$ cat config.mk
export PLATFORM = sky130hd
export DESIGN_NAME = chk_even_rx
export DESIGN_NICKNAME = d
export VERILOG_FILES = /design/src/rtl/chk_even_pkg.sv /design/src/rtl/even_par_calc.sv /design/src/rtl/chk_even_rx.sv
export SDC_FILE = /design/constraint.sdc
export NUM_CORES = 1
export LEC_CHECK = 0
export CAP_MARGIN = 20
export CORE_MARGIN = 4
export CORE_UTILIZATION = 29
export DETAILED_ROUTE_END_ITERATION = 6
export PLACE_DENSITY = 0.52
export SLEW_MARGIN = 20
export SYNTH_ARGS = -nofsm -noshare
export SYNTH_HDL_FRONTEND = slang
export SYNTH_SLANG_ARGS = --single-unit
$ cat constraint.sdc
create_clock -name clk -period 2.05 [get_ports clk]
set_input_delay 0.615 -clock clk [delete_from_list [all_inputs] [get_ports clk]]
set_output_delay 0.615 -clock clk [all_outputs]
set_load 0.02 [all_outputs]
$ cat src/rtl/chk_even_pkg.sv
// Shared types and defaults for the even-parity serial receiver.
package chk_even_pkg;

  localparam int unsigned DATA_W_DEF = 4;
  localparam int unsigned CNT_W_DEF  = 8;

  typedef enum logic [1:0] {
    IDLE = 2'd0,
    DATA = 2'd1,
    PAR  = 2'd2,
    STOP = 2'd3
  } rx_state_t;

endpackage

$ cat src/rtl/even_par_calc.sv
// Combinational parity reduction: odd is high when the vector holds an odd number of ones.
module even_par_calc #(
  parameter int unsigned W = 5
) (
  input  logic [W-1:0] in,
  output logic         odd
);

  assign odd = ^in;

endmodule

$ cat src/rtl/chk_even_rx.sv
// Even-parity serial frame receiver: start, DATA_W bits LSB first, parity, stop.
// Define CHK_EVEN_RX_ERRCNT_EN to build the saturating rejected-frame counter.
module chk_even_rx
  import chk_even_pkg::*;
#(
  parameter int unsigned DATA_W = DATA_W_DEF,
  parameter int unsigned CNT_W  = CNT_W_DEF
) (
  input  logic              clk,
  input  logic              rst,
  input  logic              bit_en,
  input  logic              rx_in,
  output logic [DATA_W-1:0] data_out,
  output logic              data_valid,
  output logic              parity_err,
  output logic              frame_err,
  output logic [CNT_W-1:0]  err_cnt,
  output logic              busy
);

  localparam int unsigned IDX_W = (DATA_W > 1) ? $clog2(DATA_W) : 1;
  localparam logic [IDX_W-1:0] IDX_LAST = IDX_W'(DATA_W - 1);

  rx_state_t         state, state_nxt;
  logic [IDX_W-1:0]  idx;
  logic [DATA_W-1:0] sh;
  logic              par_bit;
  logic              odd;
  logic              stop_eval, bad_frame, bad_par, good_frame;

  even_par_calc #(.W(DATA_W + 1)) u_par (
    .in  ({par_bit, sh}),
    .odd (odd)
  );

  always_ff @(posedge clk) begin
    if (rst) state <= IDLE;
    else     state <= state_nxt;
  end

  always_comb begin
    state_nxt = state;
    if (bit_en) begin
      unique case (state)
        IDLE: if (!rx_in) state_nxt = DATA;
        DATA: if (idx == IDX_LAST) state_nxt = PAR;
        PAR:  state_nxt = STOP;
        STOP: state_nxt = IDLE;
        default: state_nxt = IDLE;
      endcase
    end
  end

  // Stop sample decides the frame; a low stop bit masks any parity verdict.
  always_comb begin
    busy       = (state != IDLE);
    stop_eval  = bit_en && (state == STOP);
    bad_frame  = stop_eval && !rx_in;
    bad_par    = stop_eval && rx_in && odd;
    good_frame = stop_eval && rx_in && !odd;
  end

  always_ff @(posedge clk) begin
    if (rst) begin
      idx        <= '0;
      sh         <= '0;
      par_bit    <= 1'b0;
      data_out   <= '0;
      data_valid <= 1'b0;
      parity_err <= 1'b0;
      frame_err  <= 1'b0;
    end else begin
      data_valid <= good_frame;
      parity_err <= bad_par;
      frame_err  <= bad_frame;
      if (good_frame) data_out <= sh;
      if (bit_en) begin
        unique case (state)
          IDLE: if (!rx_in) idx <= '0;
          DATA: begin
            sh[idx] <= rx_in;
            idx     <= idx + IDX_W'(1);
          end
          PAR:  par_bit <= rx_in;
          default: ;
        endcase
      end
    end
  end

`ifdef CHK_EVEN_RX_ERRCNT_EN
  logic [CNT_W-1:0] cnt;

  always_ff @(posedge clk) begin
    if (rst)
      cnt <= '0;
    else if ((bad_frame || bad_par) && (cnt != '1))
      cnt <= cnt + CNT_W'(1);
  end

  assign err_cnt = cnt;
`else
  assign err_cnt = '0;
`endif

endmodule

==> flow_summary.toml, run 1 <==
[global_route]
grt_pass1_vias = 581
overflow = 0
antenna_found_initial = 0
grt_max_degree = 17
grt_pass1_wl_mm = 2.53
track_usage_pct = 8.28

[place]
gp_congestion = 0.783
place_inst = 139
dp_hpwl_mm = 1.23
dp_slack_ps = 77.2
port_buffers = 11

[power_and_ir_drop]
p_total_w = 0.000641
p_leak_nw = 0.454
power.density_nw_per_um2 = 601
p_int_w = 0.000467
peakVddDrop_v = 0.000255
p_switching_w = 0.000174
power_frac_comb_pct = 16.0
switching_share_pct = 27.1
p_seq_share_pct = 50.0
p_clk_share_pct = 34.0

[sta]
final.setup.tns_ps = 0
fmax_mhz = 537
layout_setup_ws_ps = 189
fin_skew_ps = 9.08
slew_violations = 0
rsz0062_at_grt = "false"
hold_viol = 0
fin_crit_ps = 1860
setup_viol = 0
finalCritPeriodShare_pct = 90.8

[die]
die_h_um = 63.7
io_pins = 20
die_w_um = 63.7
die_area_um2 = 4060
initial_core_util_pct = 31.5
core_area_um2 = 2850
num_rows = 19

[setup_path]
r2r_end = "idx[1]"
rrSetupSlack_ps = 480
cp.arrival_ps = 1250
reg2reg_from = "state[1]"
endpoint_kind = "primary output"
start_kind = "flip-flop"
worstPathRequired_ps = 1430
crit_end = "busy"
startpoint = "state[1]"
cp_common_cell = "inv_1"
crit_chain = "inv_1 -> ha_1 -> inv_1 -> clkbuf_2"
crit_slowest_cell = "dfxtp_1"
critical_path_class = "flip-flop to primary output"
worst-path-max-fanout = 5
critPathMaxStageDelay_ps = 390
worstRegToRegCells = 6

[min_path]
hp-class = "flip-flop to flip-flop"

[routing]
wl_mm = 1.52
first_iter_violations = 7
drc = 0
detail_route.wl_per_cell_um = 10.7
drt.antenna.violating_nets = 0
num_vias = 612
dr.pass1.iters = 5
viasPerCell = 4.28

[clocking]
clockBufferDepth = 2
clk-insertion-delay-late_ps = 300
clk_pin_slew_ps = 110
cts_tree = "yes"
cts_buffers = 3
root_buffer = "clkbuf_4"
cts.htree.levels = 1
cts_num_sinks = 16
postCtsHoldBufs = 0

[synthesis]
yosysUniqueCellTypes = 25
synth.cell_area_um2 = 900
synth_area_per_cell_um2 = 9.27
postSynthCellCount = 97
synth-seq-cells = 16
yosysWarnings = 0
ys_seq_area_share_pct = 35.6

[status]
status = "completed"

[cells_and_area]
diodes = 0
fin_nets = 126
area_growth_pct = 18.5
drive_above_1_share_pct = 11.6
final_cells = 143

[flow_run]
max_cap_viol_count = 0
-- cells in the final DEF, fill, tap and decap left out --
master,netlist,final
a21oi_1,3,3
buf_4,8,5
clkbuf_2,0,1
clkbuf_4,0,3
clkbuf_8,0,1
clkdlybuf4s50_1,0,10
conb_1,1,8
dfxtp_1,16,16
ha_1,9,9
inv_1,5,5
mux2_2,1,1
mux2i_1,9,9
nand2_1,7,7
nand2b_1,8,8
nand3_1,7,7
nand3b_1,1,1
nor2_1,6,6
nor2_4,1,1
nor2b_1,2,2
nor3_1,2,2
nor3b_1,1,1
o21ai_0,1,1
o21bai_1,1,1
or2b_1,1,1
xnor2_2,1,1
xnor3_1,1,1
xor2_1,1,1
-- cells by family after synthesis --
logic type	synth area share [%]
other	0.417
XOR/XNOR	5.29
AO/OA/AOI/OAI	3.06
multiplexers	11.3
flip-flops	35.6
adder cells (fa/ha/maj)	12.5
buffers and inverters	10.7
AND/OR/NAND/NOR	21.1
-- registers in the layout (all words and copies together) (netlist names) --
register and flops:
data_valid 1, sh 4, idx 2, data_out 4, state 2, parity_err 1
par_bit 1, frame_err 1
-- metrics by stage --
stage | hold WS, ps | util, % | instance area [um^2]
floorplan | 453 | - | 926
global placement | 460 | 36.3 | 1030
detailed placement | 465 | 36.3 | 1030
CTS | 482 | 37.5 | 1070
global route | 507 | 37.4 | 1070
finish | 476 | 37.4 | 1070
-- power groups by stage --
stage                     Clock (W)  Combinational (W)  Sequential (W)
after detailed placement          0           0.000106        0.000328
after CTS                  0.000222           0.000104        0.000321
after global routing       0.000235           0.000112        0.000321
after global placement            0           0.000105        0.000327
final                      0.000218           0.000102        0.000320
after floorplan                   0          0.0000841        0.000328
-- worst max-delay path, delay by kind of cell (launching register included) --
family / cells / cell delay (ps)
buf+inv: 3 / 320
flops: 1 / 390
fa+ha+maj: 1 / 240
-- how the worst min path moves through the flow --
stage                      startpoint     endpoint  slack, ps  cells past startpoint
after floorplan               par_bit      par_bit        450                      2
after global placement    data_out[0]  data_out[0]        460                      2
after detailed placement  data_out[2]  data_out[2]        460                      2
after CTS                 data_out[2]  data_out[2]        480                      2
after global routing      data_out[2]  data_out[2]        510                      2
final                     data_out[2]  data_out[2]        480                      2
-- what timing repair did --
item / CTS / global route
setup endpoints to repair: 1 / 1
setup buffers: 0 / 0
resized for setup: 1 / 2
cloned: 0 / 0
-- area by class of cell --
cell class,instances,area [um^2]
clock buffer,4,36.3
tap,31,38.8
inverter,5,18.8
fill,289,1790
multi-input combinational,71,509
timing repair buffer,16,143
sequential,16,320
-- layer usage --
layer  track usage (%)  routed length (um)  vias to the layer above
li1                  -                   -                      326
met1              9.00                 696                      266
met2              12.9                 695                       15
met3              2.49                  72                        5
met4              7.28                  58                        0
met5                 0                   0                        -
-- synth_stat cells, drive strengths merged --
library cell	count	area share, %
xor2	1	0.97
nor3	2	1.1
mux2	1	1.3
nor2b	2	1.4
o21bai	1	0.83
or2b	1	0.83
xnor3	1	2.5
nand3	7	3.9
nor2	7	3.8
o21ai	1	0.56
inv	5	2.1
nand3b	1	0.83
nor3b	1	0.83
nand2	7	2.9
ha	9	13
dfxtp	16	36
xnor2	1	1.8
mux2i	9	10
conb	1	0.42
clkbuf	2	0.83
nand2b	8	5.6
buf	10	7.8
a21oi	3	1.7
Power figures use the tool's default switching activity.
==> inputs of run 2 (changes only) <==
Settings changed: PLACE_DENSITY 0.52 to 0.59.
Clock period 2.05 ns to 2.01 ns, I/O delays scaled along.
==> flow_summary.toml, run 2 (synthesis gave the netlist of run 1 again) <==
[status]
status = "completed"

[cells_and_area]
final_cell_mix = "dfxtp_1 (16), clkdlybuf4s50_1 (10), mux2i_1 (9), ha_1 (9)"
drive_above_1_share_pct = 11.6
diodes = 0
area_growth_pct = 17.8
fin_nets = 127
fill_cells = 294
reg_top3 = "data_out x4, sh x4"
final_cells = 143
mostFrequentLayoutCell = "dfxtp_1"

[clocking]
root_buffer = "clkbuf_4"
cts_setup_buffers = 0
clk_pin_slew_ps = 90
postCtsHoldBufs = 0
cts.htree.levels = 1
cts_buffers = 3
clk-insertion-delay-late_ps = 290
clockBufferDepth = 2
cts_tree = "yes"
cts_num_sinks = 16

[setup_path]
start_kind = "flip-flop"
crit_slowest_cell = "clkdlybuf4s50_1"
worst-path-max-fanout = 2
worstRegToRegCells = 7
critical_path_class = "flip-flop to primary output"
critPathMaxStageDelay_ps = 610
cp_top_family = "buffers and inverters"
crit_chain = "clkdlybuf4s50_1"
worstPathRequired_ps = 1410
cp_num_buf_inv = 1
cp.arrival_ps = 1240
endpoint_kind = "primary output"
crit_end = "data_out[0]"
startpoint = "data_out[0]"
r2r_end = "idx[1]"
rrSetupSlack_ps = 350
cp.depth = 1
reg2reg_from = "state[1]"

[sta]
fin_skew_ps = 1.35
fin_crit_ps = 1840
hold_viol = 0
finalCritPeriodShare_pct = 91.7
final.setup.tns_ps = 0
fmax_mhz = 542
holdWs_ps = 481
rsz0062_at_grt = "false"
slew_violations = 0
setup_viol = 0

[place]
gp_congestion = 0.781
port_buffers = 11
dp_hpwl_mm = 1.26
place_inst = 140

[die]
num_rows = 19
core_area_um2 = 2850
initial_core_util_pct = 31.5
die_h_um = 63.7
die_area_um2 = 4060
io_pins = 20
die_w_um = 63.7

[global_route]
overflow = 0
track_usage_pct = 9.06
grt_pass1_vias = 605
grt_max_degree = 17
grt_pass1_wl_mm = 2.75
antenna_found_initial = 0

[routing]
drc = 0
detail_route.wl_per_cell_um = 10.9
drt.antenna.violating_nets = 0
num_vias = 624
viasPerCell = 4.36
wl_mm = 1.56
first_iter_violations = 12
dr.pass1.iters = 4

[power_and_ir_drop]
peakVddDrop_v = 0.000418
p_leak_nw = 0.451
power.density_nw_per_um2 = 568

[flow_run]
max_cap_viol_count = 0

[min_path]
hp-class = "flip-flop to flip-flop"
worstHoldStart = "data_out[3]"
run 2: cell types whose count changed in the layout (fill, tap and decap cells not counted), sizes merged:
cell / change
buf: +1
clkbuf: -1
run 2: how the worst min path moves through the flow:
stage	slack, ps	cells past startpoint	end
after floorplan	450	2	par_bit
after global placement	460	2	data_out[3]
after detailed placement	470	2	data_out[2]
after CTS	480	2	data_out[0]
after global routing	500	2	data_out[0]
final	480	2	data_out[3]
run 2: timing repair:
item / 4_1_cts / 5_1_grt
hold endpoints to repair: 0 / 0
endpoints found under the setup margin: 1 / 1
resized for setup: 1 / 2
run 2: per-layer routing:
layer | wire, um | vias up | part of all wire (%) | global-route usage, %
li1 | - | 329 | - | -
met1 | 704 | 280 | 45 | 9.76
met2 | 734 | 11 | 47 | 14.7
met3 | 82 | 4 | 5.3 | 4.09
met4 | 36 | 0 | 2.3 | 4.85
met5 | 0 | - | 0 | 0
run 2: area by class of cell:
| type | count | area, um^2 | area share, % |
|---|---|---|---|
| Inverter | 5 | 18.8 | 1.77 |
| Timing Repair Buffer | 17 | 150 | 14.2 |
| Multi-Input combinational cell | 71 | 509 | 48.1 |
| Tap cell | 31 | 38.8 | 3.66 |
| Clock buffer | 3 | 22.5 | 2.13 |
| Sequential cell | 16 | 320 | 30.2 |
run 2: report_power, final:
part	internal [W]	leakage, nW	total (W)	switching [W]
Clock	0.0000697	0.0138	0.000168	0.0000981
Sequential	0.000322	0.129	0.000327	0.00000421
Combinational	0.0000468	0.308	0.000108	0.0000610
Total	0.000439	0.451	0.000602	0.000163
run 2: per-stage QoR:
stage	util, %	setup slack (ps)	instance area [um^2]	power, W
3_3_place_gp	36.5	98.5	1040	0.000445
2_1_floorplan	-	481	926	0.000421
5_1_grt	37.1	110	1060	0.000645
3_5_place_dp	36.5	81.1	1040	0.000446
6_report	37.1	166	1060	0.000602
4_1_cts	37.3	34.9	1060	0.000614
==> inputs of run 3 (changes only) <==
Clock period 2.01 ns to 2.03 ns, I/O delays scaled along.
==> flow_summary.toml, run 3 (synthesis gave the netlist of run 1 again) <==
[status]
status = "completed"

[die]
core_area_um2 = 2850
io_pins = 20
die_w_um = 63.7
die_h_um = 63.7
initial_core_util_pct = 31.5
die_area_um2 = 4060
num_rows = 19

[setup_path]
cp_top_family = "buffers and inverters"
cp_common_cell = "inv_1"
rrSetupSlack_ps = 370
critical_path_class = "flip-flop to primary output"
crit_chain = "inv_1 -> ha_1 -> inv_1 -> clkdlybuf4s15_1"
crit_slowest_cell = "dfxtp_1"
endpoint_kind = "primary output"
worst-path-max-fanout = 4
cp.arrival_ps = 1310
critPathMaxStageDelay_ps = 380
cp_num_buf_inv = 3
start_kind = "flip-flop"
worstPathRequired_ps = 1420

[power_and_ir_drop]
power.density_nw_per_um2 = 561
peakVddDrop_v = 0.000414
p_total_w = 0.000598
p_leak_nw = 0.451

[routing]
dr.pass1.iters = 4
drt.antenna.violating_nets = 0
wl_mm = 1.55
detail_route.wl_per_cell_um = 10.9
first_iter_violations = 12
viasPerCell = 4.36
num_vias = 624
drc = 0

[cells_and_area]
mostFrequentLayoutCell = "dfxtp_1"
reg_top3 = "data_out x4, sh x4"
diodes = 0
final_cells = 143
final_cell_mix = "dfxtp_1 (16), clkdlybuf4s50_1 (10), mux2i_1 (9), ha_1 (9)"
fin_nets = 127
area_growth_pct = 18.4
final_area_um2 = 1060
drive_above_1_share_pct = 10.7

[sta]
setup_viol = 0
rsz0062_at_grt = "false"
fin_crit_ps = 1920
final.setup.tns_ps = 0
fin_skew_ps = 1.35
hold_viol = 0
holdWs_ps = 481
slew_violations = 0
fmax_mhz = 521
finalCritPeriodShare_pct = 94.6

[global_route]
grt_use_met3_pct = 4.09
antenna_found_initial = 0
top_usage_layer = "met2"
grt_pass1_vias = 605
grt_max_degree = 17
grt_use_met2_pct = 14.7
use_met1_pct = 9.76
overflow = 0
track_usage_pct = 9.06
grt_pass1_wl_mm = 2.75

[clocking]
cts.htree.levels = 1
cts_num_sinks = 16
clk-insertion-delay-late_ps = 290
clockBufferDepth = 2
root_buffer = "clkbuf_4"
clk_pin_slew_ps = 90
cts_buffers = 3
cts_setup_buffers = 0
cts_tree = "yes"

[flow_run]
max_cap_viol_count = 0

[place]
placed_cell_area_um2 = 1040
gp_congestion = 0.781
port_buffers = 11
place_inst = 140
dp_hpwl_mm = 1.26

[min_path]
hp-class = "flip-flop to flip-flop"
==> run 3: cell types whose count changed in the layout (fill, tap and decap cells not counted), sizes merged <==
cell / delta
clkbuf: -1
clkdlybuf4s15: +1
==> run 3: per-stage QoR <==
stage / setup slack (ps) / utilization (%)
after floorplan: 496 / -
after global routing: 1.49 / 37.3
after global placement: 112 / 36.5
final: 110 / 37.3
after CTS: 48.9 / 37.3
after detailed placement: 95.1 / 36.5
==> run 3: power breakdown <==
| group | leakage, nW | internal, W | switching [W] |
|---|---|---|---|
| sequential | 0.129 | 0.000319 | 0.00000417 |
| combinational | 0.309 | 0.0000479 | 0.0000604 |
| clock | 0.0138 | 0.0000690 | 0.0000971 |
==> run 3: per-layer routing <==
layer	up-vias	share of wire, %
met5	-	0
met2	11	47
li1	329	-
met4	0	2.3
met3	4	5.3
met1	280	45
==> run 3: area by class of cell <==
cell class | count | area (um^2)
Fill cell | 293 | 1790
Multi-Input combinational cell | 71 | 509
Sequential cell | 16 | 320
Timing Repair Buffer | 17 | 155
Tap cell | 31 | 38.8
Clock buffer | 3 | 22.5
Inverter | 5 | 18.8
==> run 3: timing repair <==
item                       4_1_cts  5_1_grt
hold buffers                     0        0
pin swaps                        0        0
gates cloned                     0        0
resized for setup                1        1
setup endpoints to repair        1        1
==> run 3: path summary, 6_finish.rpt <==
| check | start | end | depth (start not counted) |
|---|---|---|---|
| min reg2reg | data_out[3] | data_out[3] | 2 |
| max | state[1] | busy | 4 |
| max reg2reg | state[1] | idx[1] | 7 |
| min | data_out[3] | data_out[3] | 2 |
==> run 3: tightest hold or removal path, cell delays in order (launching register included) <==
cell and delay, ps:
dfxtp_1 320, nand2b_1 60, mux2i_1 60
